$ cat src/rtl/piso_defs.sv
// piso_defs: state encoding and counter sizing shared by the serializer and its receiver
package piso_defs;
  localparam logic ST_IDLE  = 1'b0;
  localparam logic ST_SHIFT = 1'b1;
  typedef enum logic {IDLE = ST_IDLE, SHIFT = ST_SHIFT} state_t;
  function automatic int clog2(input int v);
    int r;
    r = 0;
    for (int i = 0; i < 31; i++) if ((1 << i) < v) r = i + 1;
    return r;
  endfunction
endpackage

$ cat src/rtl/bit_counter.sv
// bit_counter: frame bit index with synchronous clear and terminal-count flag at WIDTH-1
module bit_counter
  import piso_defs::*;
#(
  parameter int WIDTH = 4
) (
  input  logic clk,
  input  logic rst,
  input  logic clr,
  input  logic en,
  output logic tc
);
  localparam int CW = clog2(WIDTH);
  logic [CW-1:0] count;
  // advance once per enabled shift; clear wins so an idle block always restarts from zero
  always_ff @(posedge clk or posedge rst)
    if (rst) count <= '0;
    else if (clr) count <= '0;
    else if (en) count <= count + 1'b1;
  assign tc = count == CW'(WIDTH - 1);
endmodule

$ cat src/rtl/piso_serializer.sv
// piso_serializer: loads a parallel word on a valid/ready handshake and shifts it out one bit per enabled clock
module piso_serializer
  import piso_defs::*;
#(
  parameter int WIDTH     = 4,
  parameter bit MSB_FIRST = 1'b1
) (
  input  logic             clk,
  input  logic             rst,
  input  logic [WIDTH-1:0] data,
  input  logic             load_valid,
  output logic             load_ready,
  input  logic             en,
  output logic             sout,
  output logic             sout_valid,
  output logic             frame,
  output logic             busy,
  output logic             done
);
  state_t state, state_nx;
  logic [WIDTH-1:0] sreg;
  logic tc, load, step, last;
  function automatic logic first_bit(input logic [WIDTH-1:0] w);
    return MSB_FIRST ? w[WIDTH-1] : w[0];
  endfunction
  function automatic logic [WIDTH-1:0] advance(input logic [WIDTH-1:0] w);
    return MSB_FIRST ? {w[WIDTH-2:0], 1'b0} : {1'b0, w[WIDTH-1:1]};
  endfunction
  bit_counter #(.WIDTH(WIDTH)) u_cnt (
    .clk(clk),
    .rst(rst),
    .clr(state == IDLE),
    .en (step && !tc),
    .tc (tc)
  );
  // state register
  always_ff @(posedge clk or posedge rst)
    if (rst) state <= IDLE;
    else state <= state_nx;
  // handshake decode and next state; a stalled frame simply holds SHIFT
  always_comb begin
    load     = state == IDLE && load_valid;
    step     = state == SHIFT && en;
    last     = step && tc;
    state_nx = load ? SHIFT : last ? IDLE : state;
  end
  // sreg keeps the not-yet-sent bits so sout can stay registered; the first bit goes straight from data
  always_ff @(posedge clk or posedge rst)
    if (rst) begin
      sreg       <= '0;
      sout       <= 1'b0;
      sout_valid <= 1'b0;
      frame      <= 1'b0;
      done       <= 1'b0;
    end else begin
      done <= last;
      if (load) begin
        sreg       <= advance(data);
        sout       <= first_bit(data);
        sout_valid <= 1'b1;
        frame      <= 1'b1;
      end else if (last) begin
        sout       <= 1'b0;
        sout_valid <= 1'b0;
        frame      <= 1'b0;
      end else if (step) begin
        sreg  <= advance(sreg);
        sout  <= first_bit(sreg);
        frame <= 1'b0;
      end
    end
  assign load_ready = state == IDLE;
  assign busy       = state == SHIFT;
endmodule
$ cat config.mk
export PLATFORM = sky130hd
export DESIGN_NAME = piso_serializer
export DESIGN_NICKNAME = d
export VERILOG_FILES = /design/src/rtl/piso_defs.sv /design/src/rtl/bit_counter.sv /design/src/rtl/piso_serializer.sv
export SDC_FILE = /design/constraint.sdc
export NUM_CORES = 1
export LEC_CHECK = 0
export BUFFER_PORTS_ARGS = -buffer_cell sky130_fd_sc_hd__buf_2
export CORE_AREA = 3 3 40 42
export DETAILED_ROUTE_END_ITERATION = 10
export DIE_AREA = 0 0 43 45
export GPL_ROUTABILITY_DRIVEN = 0
export GPL_TIMING_DRIVEN = 0
export PLACE_DENSITY = 0.54
export SKIP_CTS_REPAIR_TIMING = 1
export SYNTH_ARGS = -nofsm -noshare
export SYNTH_HDL_FRONTEND = slang
export SYNTH_SLANG_ARGS = --single-unit
$ cat constraint.sdc
create_clock -name clk -period 2.7 [get_ports clk]
set_clock_uncertainty 0.05 [all_clocks]
set_input_delay 0.27 -clock clk [delete_from_list [all_inputs] [get_ports clk]]
set_output_delay 0.27 -clock clk [all_outputs]
set_load 0.02 [all_outputs]
==> impl_metrics.tcl <==
set metrics [dict create \
    outcome "finished clean" \
    cts_buffers 3 \
    grt_pass1_wl_mm 1.27 \
    power.density_nw_per_um2 1020 \
    arrival_ns 1.52 \
    critPathLaunchType "flip-flop" \
    finalHoldViolations 0 \
    synth_common_cells "dfrtp_1, nor2_1, nand2_1" \
    antenna_found_initial 0 \
    synth_area_leaders "dfrtp_1, mux2i_1, buf_6" \
    fmax_ghz 0.705 \
    ir_drop_v 0.000385 \
    nets 71 \
    syn_to_final_growth_pct 27.3 \
    root_buffer "clkbuf_4" \
    start_util 0.343 \
    dr.pass1.iters 2 \
    grt_pass1_vias 294 \
    overflow 0 \
    worstMarginPinSlew_ns 0.343 \
    worstSetupPathType "reg2reg" \
    syn-num-nets 52 \
    worstPathRequired_ns 2.80 \
    grt_max_degree 10 \
    hold_depth 3 \
    ioPinCount 14 \
    timing.hold.ws_ns 0.185 \
    synth_warnings 0 \
    cts_tree "done" \
    p_leak_uw 0.000298 \
    via_per_inst 4.38 \
    cap_violations 0 \
    wl_um 758 \
    synth.most_common_cell "dfrtp_1" \
    r2r_start "u_cnt.count[0]" \
    ant_nets 0 \
    slew_headroom 0.771 \
    critical_path.max_fanout 5 \
    synth.top_cell.area_share 0.511 \
    ys_seq_area_frac 0.511 \
    hpwl_um 579 \
    synth_cell_type_count 17 \
    clk_transition_reported_paths_ns 0.06 \
    core_area_um2 1280 \
    slew_viol_final 0 \
    r2r_cells 5 \
    setup-tns-final_ns 0 \
    avgSynthCellArea_um2 10.2 \
    drtIter0Drc 1 \
    min_path_type "in2reg" \
    multi_input_area_um2 174 \
    vias 333 \
    synth_flop_cell "dfrtp_1" \
    drive_above_1_share 0.377 \
    synth_edf_count 0 \
    numPortBuffers 13 \
    routedWlPerCell_um 9.97 \
    dieArea_um2 1940 \
    end_kind "flip-flop" \
    regArea_um2 225 \
    fillers 140 \
    die_w_um 43 \
    synthesis.area_um2 440 \
    htree_levels 1 \
    num_rows 13 \
    drc 0 \
    synth_top_area_cell "dfrtp_1" \
    setup-violations-final 0 \
    cts_buffer_depth 2 \
    ys_ff_latch 9 \
    regToRegEndpoint "sreg[2]" \
    clock_latency_ns 0.26 \
    synthArstFlopShare 1.00 \
    crit_path_end "sreg[2]" \
    synthCells 43 \
    r2r_slack_ns 1.28 \
    grtUsageTotal 0.0951 \
    antenna_cells 0 \
    cts.sinks 9 \
    post-route-period-util 0.526 \
    cp-startpoint "u_cnt.count[0]" \
    rsz0062_at_grt "no" \
    die_h_um 45 \
    period_needed_ns 1.42 \
]
cell families after synthesis:
group	share of synthesized area
adders and majority gates	0.0284
AOI/OAI and AO/OA	0.0938
buffers and inverters	0.0938
and+or+nand+nor	0.185
DFF	0.511
xor gates and xnor gates	0.0199
muxes	0.0682
where the power goes:
| group | internal [uW] | total (uW) | switching (uW) |
|---|---|---|---|
| registers | 188 | 217 | 29.5 |
| clock network | 56.9 | 103 | 46.5 |
| logic | 120 | 250 | 129 |
worst max-delay path, cell delays in order (launching register included):
cell and delay (ns):
dfrtp_1 0.40, ha_1 0.24, and3b_1 0.24, buf_6 0.12
mux2i_1 0.18, a21oi_1 0.08
state kept, by name (all words and copies together), names as in the netlist:
signal,cells
done,1
u_cnt.count,2
sout_valid,1
sout,1
frame,1
sreg,3
layout by cell type, fill, tap and decap left out:
master	instances
buf_2	13
dfrtp_1	9
nor2_1	6
nand2_1	5
a21oi_1	4
mux2i_1	3
inv_1	3
clkbuf_4	3
buf_6	2
o21ai_1	2
and2b_2	1
nand2b_2	1
and3b_1	1
and3_2	1
nor2b_1	1
xnor2_1	1
o221a_2	1
ha_1	1
buf_4	1
clkbuf_1	1
dlygate4sd3_1	1
per-layer routing:
layer | part of all wire | vias to the layer above | global-route usage
met2 | 0.43 | 13 | 0.138
li1 | - | 175 | -
met5 | 0 | - | 0
met3 | 0.10 | 2 | 0.0518
met4 | 0.029 | 0 | 0.0723
met1 | 0.44 | 143 | 0.104
layout make-up:
cell class | count | share of cell area
inverters | 3 | 0.0201
well taps | 15 | 0.0335
repair buffers | 14 | 0.134
multi-input cells | 28 | 0.310
plain buffers | 3 | 0.0536
flip-flops and latches | 9 | 0.402
clock buffers | 4 | 0.0469
metrics by stage:
step	cell area (um^2)	util	worst slack (ns)	power, uW	cells
3_3_place_gp	524	0.408	1.29	467	71
4_1_cts	551	0.428	1.28	580	75
5_1_grt	561	0.436	1.20	616	76
6_report	561	0.436	1.28	570	76
2_1_floorplan	440	-	1.38	408	43
3_5_place_dp	524	0.408	1.30	471	71
worst min path at each step:
stage	from	end	slack (ns)
global route	en	frame	0.19
finish	data[0]	sreg[1]	0.18
floorplan	rst	done	0.05
detailed placement	rst	done	0.20
CTS	rst	done	-0.09
global placement	rst	done	0.20
Power figures use the tool's default switching activity.
